## config.mk

```make
export PLATFORM = sky130hd
export DESIGN_NAME = mem_arbiter
export DESIGN_NICKNAME = d
export VERILOG_FILES = /design/src/rtl/mem_arb_pkg.sv /design/src/rtl/arb_starve_ctr.sv /design/src/rtl/mem_arbiter.sv
export SDC_FILE = /design/constraint.sdc
export NUM_CORES = 1
export LEC_CHECK = 0
export CAP_MARGIN = 10
export CORE_AREA = 2 2 106 108
export DETAILED_ROUTE_END_ITERATION = 16
export DIE_AREA = 0 0 108 110
export GPL_TIMING_DRIVEN = 0
export PLACE_DENSITY = 0.71
export REMOVE_ABC_BUFFERS = 1
export SYNTH_ARGS = -nofsm -noshare
export SYNTH_HDL_FRONTEND = slang
export SYNTH_SLANG_ARGS = --single-unit
```

## constraint.sdc

```tcl
create_clock -name clk -period 5 [get_ports clk]
set_input_delay 1 -clock clk [delete_from_list [all_inputs] [get_ports clk]]
set_output_delay 1 -clock clk [all_outputs]
set_load 0.005 [all_outputs]
```

## src/rtl/mem_arb_pkg.sv

```systemverilog
// rtl/mem_arb_pkg.sv - shared state/owner types and counter width for mem_arbiter
package mem_arb_pkg;

  typedef enum logic [1:0] {
    IDLE,
    BUSY_IF,
    BUSY_LS
  } arb_state_t;

  typedef enum logic {
    OWN_IF,
    OWN_LS
  } arb_owner_t;

  localparam int STARVE_CNT_W = 4;

endpackage

```

## src/rtl/arb_starve_ctr.sv

```systemverilog
// rtl/arb_starve_ctr.sv - saturating fetch-wait counter; flag raises once MAX_WAIT is reached
module arb_starve_ctr
  import mem_arb_pkg::*;
#(
  parameter int MAX_WAIT = 4
) (
  input  logic clk,
  input  logic reset,
  input  logic waiting,
  input  logic grant,
  input  logic clear,
  output logic flag
);

  localparam logic [STARVE_CNT_W-1:0] CNT_MAX = STARVE_CNT_W'(MAX_WAIT);

  logic [STARVE_CNT_W-1:0] cnt_q, cnt_d;

  always_comb begin
    cnt_d = cnt_q;
    if (grant || clear) begin
      cnt_d = '0;
    end else if (waiting && (cnt_q != CNT_MAX)) begin
      cnt_d = cnt_q + STARVE_CNT_W'(1);
    end
  end

  always_ff @(posedge clk or negedge reset) begin
    if (!reset) begin
      cnt_q <= '0;
    end else begin
      cnt_q <= cnt_d;
    end
  end

  assign flag = (cnt_q == CNT_MAX);

endmodule

```

## src/rtl/mem_arbiter.sv

```systemverilog
// rtl/mem_arbiter.sv - single-outstanding IF/LS memory port arbiter; MEM_ARBITER_PERF_EN adds grant/stall counters
module mem_arbiter
  import mem_arb_pkg::*;
#(
  parameter int ADDR_W   = 32,
  parameter int DATA_W   = 32,
  parameter int MAX_WAIT = 4
) (
  input  logic                clk,
  input  logic                reset,
  input  logic                if_req_valid,
  output logic                if_req_ready,
  input  logic [ADDR_W-1:0]   if_addr,
  output logic                if_rsp_valid,
  output logic [DATA_W-1:0]   if_rdata,
  input  logic                ls_req_valid,
  output logic                ls_req_ready,
  input  logic [ADDR_W-1:0]   ls_addr,
  input  logic                ls_we,
  input  logic [DATA_W/8-1:0] ls_wstrb,
  input  logic [DATA_W-1:0]   ls_wdata,
  output logic                ls_rsp_valid,
  output logic [DATA_W-1:0]   ls_rdata,
  output logic                mem_req_valid,
  input  logic                mem_req_ready,
  output logic [ADDR_W-1:0]   mem_addr,
  output logic                mem_we,
  output logic [DATA_W/8-1:0] mem_wstrb,
  output logic [DATA_W-1:0]   mem_wdata,
  input  logic                mem_rsp_valid,
  input  logic [DATA_W-1:0]   mem_rdata
`ifdef MEM_ARBITER_PERF_EN
  ,
  output logic [31:0]         perf_if_grants,
  output logic [31:0]         perf_ls_grants,
  output logic [31:0]         perf_if_stall
`endif
);

  arb_state_t state_q, state_d;
  arb_owner_t win_owner;
  logic       win_valid;
  logic       starve_flag;
  logic       if_hs, ls_hs;

  always_comb begin
    win_valid = 1'b0;
    win_owner = OWN_LS;
    if (state_q == IDLE) begin
      if (starve_flag && if_req_valid) begin
        win_valid = 1'b1;
        win_owner = OWN_IF;
      end else if (ls_req_valid) begin
        win_valid = 1'b1;
        win_owner = OWN_LS;
      end else if (if_req_valid) begin
        win_valid = 1'b1;
        win_owner = OWN_IF;
      end
    end
  end

  // Gating with reset keeps a held request from leaking to memory while reset is low.
  always_comb begin
    mem_req_valid = 1'b0;
    mem_addr      = '0;
    mem_we        = 1'b0;
    mem_wstrb     = '0;
    mem_wdata     = '0;
    if_req_ready  = 1'b0;
    ls_req_ready  = 1'b0;
    if (reset && win_valid) begin
      mem_req_valid = 1'b1;
      if (win_owner == OWN_LS) begin
        mem_addr     = ls_addr;
        mem_we       = ls_we;
        mem_wstrb    = ls_wstrb;
        mem_wdata    = ls_wdata;
        ls_req_ready = mem_req_ready;
      end else begin
        mem_addr     = if_addr;
        if_req_ready = mem_req_ready;
      end
    end
  end

  assign if_hs = if_req_valid && if_req_ready;
  assign ls_hs = ls_req_valid && ls_req_ready;

  always_comb begin
    state_d      = state_q;
    if_rsp_valid = 1'b0;
    ls_rsp_valid = 1'b0;
    case (state_q)
      IDLE: begin
        if (if_hs) begin
          state_d = BUSY_IF;
        end else if (ls_hs) begin
          state_d = BUSY_LS;
        end
      end
      BUSY_IF: begin
        if (mem_rsp_valid) begin
          if_rsp_valid = 1'b1;
          state_d      = IDLE;
        end
      end
      BUSY_LS: begin
        if (mem_rsp_valid) begin
          ls_rsp_valid = 1'b1;
          state_d      = IDLE;
        end
      end
      default: state_d = IDLE;
    endcase
  end

  always_ff @(posedge clk or negedge reset) begin
    if (!reset) begin
      state_q <= IDLE;
    end else begin
      state_q <= state_d;
    end
  end

  assign if_rdata = mem_rdata;
  assign ls_rdata = mem_rdata;

  arb_starve_ctr #(
    .MAX_WAIT (MAX_WAIT)
  ) u_starve (
    .clk     (clk),
    .reset   (reset),
    .waiting (if_req_valid && !if_hs),
    .grant   (if_hs),
    .clear   ((state_q == IDLE) && !if_req_valid),
    .flag    (starve_flag)
  );

`ifdef MEM_ARBITER_PERF_EN
  logic [31:0] perf_if_grants_q, perf_ls_grants_q, perf_if_stall_q;

  always_ff @(posedge clk or negedge reset) begin
    if (!reset) begin
      perf_if_grants_q <= '0;
      perf_ls_grants_q <= '0;
      perf_if_stall_q  <= '0;
    end else begin
      if (if_hs) perf_if_grants_q <= perf_if_grants_q + 32'd1;
      if (ls_hs) perf_ls_grants_q <= perf_ls_grants_q + 32'd1;
      if (if_req_valid && !if_req_ready) perf_if_stall_q <= perf_if_stall_q + 32'd1;
    end
  end

  assign perf_if_grants = perf_if_grants_q;
  assign perf_ls_grants = perf_ls_grants_q;
  assign perf_if_stall  = perf_if_stall_q;
`endif

endmodule

```

==> reports/results.txt <==
DRT Pass-1 Iters: 4
synthesized cell area: 1750 um^2
Chip Width: 108 um
antenna-violating nets left: 0
Sink Count: 6
hold path cells: 2
data arrival time of the critical path: 3630 ps
Synth Area in XOR/XNOR: 0%
first-pass GRT wire length: 12200 um
Core Region: 10700 um^2
Avg WL per Cell: 18.3 um
Yosys top cell area share: 28.8%
Synth Area in Compound Gates: 16.8%
Worst Skew: 2.48 ps
most frequent cells in the layout: clkdlybuf4s50_1, nand2_1, a21oi_1
initial antenna violation count: 0
Via-to-Cell Ratio: 4.31
Setup Viol. Count Final: 0
chip height: 110 um
Port Buffers: 180
adder-cell area share of the yosys netlist: 3.58%
final core occ: 29.8%
HP Start: u_starve.cnt_q[3]$_DFFE_PN0P_
row count: 38
main combinational cell family by area after synthesis: buffers and inverters
#FFs+latches synth: 6
RSZ-0062 raised after global routing: no
Synth area leader: buf_4
Final HPWL DP: 7500 um
Residual DRC: 0
Worst R2R Setup Slack: 2680 ps
Least-Margin Pin Slew: 1010 ps
post-synthesis sequential area ratio: 8.58%
critical path capture point type: primary output
status: finished, final reports clean
total congestion overflow: 0
worst path required time: 4000 ps
CTS tree: yes
period utilization: 92.5%
simple-gate share of the synthesized area: 33.0%
post-layout min period: 4630 ps
Final Hold Fails: 0
Ys Warns: 0
r2r startpoint: state_q[0]$_DFFE_PN0P_
die area: 11900 um^2
synthesized area per cell: 6.43 um^2
Setup Buffers After CTS: 0
worst reg2reg endpoint: state_q[1]$_DFFE_PN0P_
CTS Buffer Depth: 2
max-slew violation count: 0
synthesized instance count: 272
Final Instance Area: 3190 um^2
fmax: 0.216 GHz
I/O pin cnt: 277
layout cell share with drive strength beyond 1: 2.68%
Layout fillers: 1159
CTS H-tree lvls: 1
P_leak: 0.00135 uW
multiplexer share of the synthesized area: 0%
unique cell type count in the Yosys netlist: 28
pin count of the biggest net entering global routing: 45
Slew Limit Headroom: 32.8%
Nets: 519
initial core utilization: 16.4%
clock latency at the later pin of the worst-skew pair: 220 ps
vias in the first global route: 2059
Worst-path clk slew: 30 ps
worst vdd ir: 0.000186 V
clock root buffer: clkbuf_8
Area after DPL: 3140 um^2
Hold Crit Class: register to register
GRT Total Usage: 13.6%
post-CTS sizing: 0
CTS Hold Buffers Added: 0
Iter 0 DRT Violations: 144
WS Path Type: input port to primary output
Num CTS Buffers: 3
via count: 2210
most common cell after layout, fill and taps aside: clkdlybuf4s50_1
detailed-route wire length: 9360 um
Setup TNS: 0 ps
placer congestion estimate: 0.727
depth of the most critical reg-to-reg path: 6
Hold Path Sink: u_starve.cnt_q[3]$_DFFE_PN0P_
ant diodes: 0
PwrDens: 273 nW/um^2
top post-synthesis cells by area: buf_4, nand2_1, and3_1
CP Launch Type: input port
Max Fanout on Critical Path: 35
area grow syn2layout: 82.1%
Max Cap Viol: 0
## layout make-up
class                      instances  area [um^2]  area share [%]
timing repair buffer             182         1850            58.1
tap                              140          175            5.50
inverter                           7         26.3           0.825
multi-input combinational        175          943            29.6
clock buffer                       3         41.3            1.30
sequential                         6          150            4.71
## how the worst max path moves through the flow
stage | depth (start not counted) | slack (ps) | from | end
final | 6 | 370 | if_req_valid | mem_addr[4]
after global routing | 6 | 190 | if_req_valid | mem_addr[4]
after CTS | 6 | 380 | if_req_valid | mem_addr[4]
after detailed placement | 6 | 390 | if_req_valid | mem_addr[4]
after global placement | 5 | -200 | ls_req_valid | mem_we
after floorplan | 3 | 1640 | ls_req_valid | mem_wdata[0]
## cells in the mapped netlist (all sizes together)
cell type	instances
a21o	2
a21oi	39
a31o	1
a32oi	1
and2	2
and3	37
buf	80
clkbuf	4
dfrtp	6
ha	5
inv	7
nand2	67
nand3	2
nand3b	1
nand4	1
nor2	6
nor2b	1
nor3	2
o2111a	1
o2111ai	1
o211ai	1
o21ai	3
o21bai	1
or3	1
## state kept, by name, indices dropped and copies added, names as in the netlist
| signal | flops |
|---|---|
| u_starve.cnt_q | 4 |
| state_q | 2 |
## metal layers
layer,share of wire [%],global-route usage (%)
met2,42,18.5
met3,17,11.9
met5,1.1,9.38
met1,39,15.9
met4,0.49,1.28
## power by group
part	internal (uW)	leakage, uW	total (uW)	switching (uW)
sequential	64.2	0.0000801	78.3	14.2
combinational	398	0.00125	720	322
clock	51.6	0.0000216	71.5	19.9
total	513	0.00135	870	356
## metrics by stage
stage          worst slack [ps]  cells  power, uW  hold WS (ps)
4_1_cts                     384    513        873           566
6_report                    375    513        870           570
2_1_floorplan              1640    188        357           524
3_5_place_dp                386    510        796           563
3_3_place_gp               -200    508        744           543
5_1_grt                     195    513        937           599
## cells by family after synthesis
logic type | count (synthesis)
simple gates | 120
buf+inv | 91
compound gates | 50
flops | 6
fa+ha+maj | 5
## critical path, stage by stage
cell,delay [ps]
clkdlybuf4s50_1,710
nand2_1,190
a21oi_4,800
nand2_1,140
a21oi_1,220
clkdlybuf4s50_1,540
(Power assumes the default switching activity.)
==> RTL change 1 (config.mk and constraints unchanged) <==
`ADDR_W`: 32 -> 48.
--- a/src/rtl/mem_arbiter.sv
+++ b/src/rtl/mem_arbiter.sv
@@ -2,7 +2,7 @@
 module mem_arbiter
   import mem_arb_pkg::*;
 #(
-  parameter int ADDR_W   = 32,
+  parameter int ADDR_W   = 48,
   parameter int DATA_W   = 32,
   parameter int MAX_WAIT = 4
 ) (
Interface: changed (resized if_addr, ls_addr and mem_addr); port bits go from 277 to 325. The function was not compared with the original's and may differ.
==> RTL change 1 against the unedited design <==
Fmax up 2.3%. Critical path type unchanged. Critical path depth up 1. Final area increased by 24%. Area after synthesis rose by 17%. Routed wire length increased by 40%. Sequential cell count is the same. Hold slack got worse by 0.010 ns. Setup slack improved by 0.11 ns. Final cell count rose by 19%. Combinational power is 25% higher. Highest routed layer unchanged. Total power rose by 21%. Sequential power barely moved. Global-route usage grew 5.5 points.
==> RTL change 1: results (changes against the unedited design) <==
Parameter                              Value

Worst setup path
  Worst setup slack for register-to-register paths ... 3.18 ns (+0.50 ns)
  R2R depth ... 5 (-1)
  Reg2reg start ... state_q[1]
  Max Fanout on Critical Path ... 44 (+26%)
  Arrival time of data at the critical path endpoint ... 3.52 ns (-0.11 ns)
  CP max-delay cell ... sky130_fd_sc_hd__a21o_2
  Largest stage delay on the critical path ... 0.59 ns (-0.21 ns)

Layout
  Synthesis-to-finish area growth ... 92.2%
  # fillers ... 1093 (-5.7%)
  Share of post-route cells with drive strength above 1 ... 6.58% (+3.9 points)
  Total Nets Final ... 649 (+25%)

Run status
  Outcome ... completed

Placed design
  Cell total after placement ... 608 (+19%)
  Place WS ... 0.479 ns (+0.0930 ns)
  Count of input and output buffers ... 228 (+27%)
  Placed cell area ... 3900 um^2 (+24%)
  Placer Congestion ... 0.867 (+19%)

GRT
  Wire length of the first global-routing pass ... 16.3 mm (+34%)
  Pin count of the biggest net entering global routing ... 45 (unchanged)
  Number of global-route vias before repair ... 2443 (+19%)

Drt
  Starting DRC count in detailed routing ... 241 (+67%)
  Average detailed-routed wire length per instance ... 21.4 um (+17%)
  Vias per cell ... 4.55 (+5.5%)
  Detailed-route via count ... 2778 (+26%)

Timing
  Worst-Margin Slew ... 0.728 ns (-0.277 ns)
  Largest clock skew in the final design ... 0.00506 ns (+0.00258 ns)
  Hold WS ... 0.560 ns (-0.0102 ns)

Pwr
  Static Leakage ... 1.63 nW (+21%)
  Worst VDD drop ... 0.241 mV (+30%)

Worst hold path
  Hold crit path type ... reg2reg
  End point of the most critical hold path ... u_starve.cnt_q[3]
  Hold Path Origin ... u_starve.cnt_q[3]

Yosys
  Number of unique standard cell types used by synthesis ... 30 (+7.1%)
  Synthesized area divided by synthesized cell count ... 6.28 um^2 (-2.4%)
  Sequential element share of the synthesized area ... 7.32% (-1.3 points)
  Top area cells in the synthesized netlist ... sky130_fd_sc_hd__buf_4 (25%), sky130_fd_sc_hd__nand2_1 (18%), sky130_fd_sc_hd__and3_1 (11%), sky130_fd_sc_hd__a21oi_2 (9.0%), sky130_fd_sc_hd__a21oi_1 (8.3%)
  Most numerous cell types in the synthesized netlist ... sky130_fd_sc_hd__nand2_1 (100), sky130_fd_sc_hd__buf_4 (67), sky130_fd_sc_hd__and3_1 (37)

Clock network
  CTS clk-pin slew, worst paths ... 0.04 ns
## RTL change 1: logic make-up after synthesis
kind of cell             count (synthesis)  share of synthesized area (%)
adder cells (fa/ha/maj)                  5                           3.05
flip-flops                               6                           7.32
AO/OA/AOI/OAI                           65                           21.0
buffers and inverters                   97                           34.2
AND/OR/NAND/NOR                        154                           34.5
## RTL change 1: metal layers
layer,share of wire [%],vias up,track usage (%)
li1,-,1294,-
met1,35,1275,19.4
met2,46,191,29.8
met3,16,16,13.8
met4,3.5,2,7.42
met5,0.53,-,5.80
## RTL change 1: worst max-delay path by stage
| stage | endpoint | slack, ns | start |
|---|---|---|---|
| 6_report | mem_addr[11] | 0.48 | if_req_valid |
| 5_1_grt | mem_addr[46] | 0.33 | if_req_valid |
| 4_1_cts | mem_addr[46] | 0.46 | if_req_valid |
| 3_5_place_dp | mem_addr[46] | 0.48 | if_req_valid |
| 3_3_place_gp | mem_wdata[5] | -1.13 | reset |
| 2_1_floorplan | mem_wdata[0] | 0.79 | ls_req_valid |
## RTL change 1: final cells by class
type	instances	area share, %
tap	140	4.44
multi-input combinational	224	30.6
timing repair buffer	231	59.4
clock buffer	3	1.05
inverter	7	0.698
sequential	6	3.81
## RTL change 1: report_power, final
| part | internal (mW) | switching, mW | leakage [nW] |
|---|---|---|---|
| combinational | 0.492 | 0.405 | 1.53 |
| clock | 0.0518 | 0.0219 | 0.0216 |
| sequential | 0.0641 | 0.0139 | 0.0801 |
| total | 0.608 | 0.441 | 1.63 |
## RTL change 1: tightest hold or removal path, stage by stage, from the launching register on
cell and delay, ns:
sky130_fd_sc_hd__dfrtp_1 0.39, sky130_fd_sc_hd__nand2_1 0.07, sky130_fd_sc_hd__a21oi_1 0.06
==> RTL change 2 (same settings) <==
Made on the original files. Encoding of `arb_state_t`: now one-hot (3 bits for 3 states).
--- a/src/rtl/mem_arb_pkg.sv
+++ b/src/rtl/mem_arb_pkg.sv
@@ -1,10 +1,10 @@
 // rtl/mem_arb_pkg.sv - shared state/owner types and counter width for mem_arbiter
 package mem_arb_pkg;
 
-  typedef enum logic [1:0] {
-    IDLE,
-    BUSY_IF,
-    BUSY_LS
+  typedef enum logic [2:0] {
+    IDLE    = 3'b001,
+    BUSY_IF = 3'b010,
+    BUSY_LS = 3'b100
   } arb_state_t;
 
   typedef enum logic {
Function: same outputs for any inputs over 10 cycles, from zero or initial values and one cycle with reset low; not proved beyond that.
==> RTL change 2 against the unedited design <==
Setup slack worse by 0.18 ns. Final area is 9.8% higher. Sequential cell count is 1 higher. Via count is 11% higher. First-iteration DRC count is 31% higher. Area after synthesis is 14% higher. Critical path depth is 1 lower. Routed wire length is 22% higher.
Power is not compared: it rests on default switching activity, and its combinational part moved more than twofold at a synthesized area within 25%.
==> RTL change 2: results (changes against the unedited design) <==
Parameter                              Value

Run status
  Outcome ... completed

Timing
  Worst-Margin Slew ... 0.977 ns (-0.0280 ns)
  Hold WS ... 0.592 ns (+0.0226 ns)

Yosys
  Number of unique standard cell types used by synthesis ... 38 (+36%)
  Complex-gate fraction of the synthesized area ... 6.38% (-10 points)
  Synthesized area divided by synthesized cell count ... 7.19 um^2 (+12%)
  Sequential element share of the synthesized area ... 8.82% (+0.24 points)
  Most numerous cell types in the synthesized netlist ... sky130_fd_sc_hd__nand3_1 (68), sky130_fd_sc_hd__buf_4 (65), sky130_fd_sc_hd__and3_1 (38)
  Adder and majority gate portion of the synthesized area ... 1.25% (-2.3 points)
  Proportion of synthesized area in mux cells ... 16.0% (+16 points)

GRT
  Met3 Use GR ... 13.6% (+1.8 points)
  Wire length of the first global-routing pass ... 15.6 mm (+27%)
  Gr usage total ... 17.9% (+4.3 points)
  Met1 capacity usage during global routing ... 21.2% (+5.3 points)
  Number of global-route vias before repair ... 2302 (+12%)
  Pin count of the biggest net entering global routing ... 39 (-13%)
  Met2 capacity usage during global routing ... 25.7% (+7.2 points)

Drt
  Wl on met1 ... 4.52 mm (+24%)
  Starting DRC count in detailed routing ... 188 (+31%)
  Met3 routed WL ... 2.05 mm (+26%)
  Initial DRT Pass Iterations ... 5 (+1)
  Wire length on met2 ... 4.70 mm (+19%)
  Final Routed Wirelength ... 11.4 mm (+22%)
  Vias per cell ... 4.74 (+10%)

Worst setup path
  Reg2reg start ... state_q[0]
  Launching element of the worst setup path ... reset
  R2R depth ... 3 (-3)
  Max Fanout on Critical Path ... 38 (+8.6%)
  Worst setup slack for register-to-register paths ... 2.96 ns (+0.28 ns)
  Critical path capture point ... mem_wstrb[3]
  Arrival time of data at the critical path endpoint ... 3.81 ns (+0.18 ns)

Placed design
  Place WS ... -0.0676 ns (-0.453 ns)
  Cell total after placement ... 513 (+0.59%)
  Hpwl dp ... 9.63 mm (+28%)
  Placer Congestion ... 0.949 (+31%)
  Placed cell area ... 3450 um^2 (+9.8%)

Clock network
  Clock Latency Late Sink ... 0.24 ns (+0.02 ns)

Layout
  Share of post-route cells with drive strength above 1 ... 4.51% (+1.8 points)
  # fillers ... 1117 (-3.6%)
## RTL change 2: cell types whose count changed after synthesis, sizes merged, moves of 4 or more
cell,change
a21oi,-37
nand3,+66
mux2i,+32
a211oi,+4
clkbuf,+13
buf,-6
nand2,-65
## RTL change 2: worst max-delay path: stages
cell                              delay (ns)
sky130_fd_sc_hd__clkdlybuf4s50_1        0.77
sky130_fd_sc_hd__o21a_2                 0.62
sky130_fd_sc_hd__and2_2                 0.58
sky130_fd_sc_hd__and3_1                 0.30
sky130_fd_sc_hd__clkdlybuf4s50_1        0.53
## RTL change 2: layout make-up
type                    instances  area share, %
inverters                       4          0.429
well taps                     140           5.01
repair buffers                186           53.8
flip-flops and latches          7           5.04
clock buffers                   4           1.29
multi-input cells             176           34.4
## RTL change 2: timing repair
action | 4_1_cts | 5_1_grt
resized for setup | 1 | 0
buffers inserted | 0 | 0
setup endpoints to repair | 37 | 0
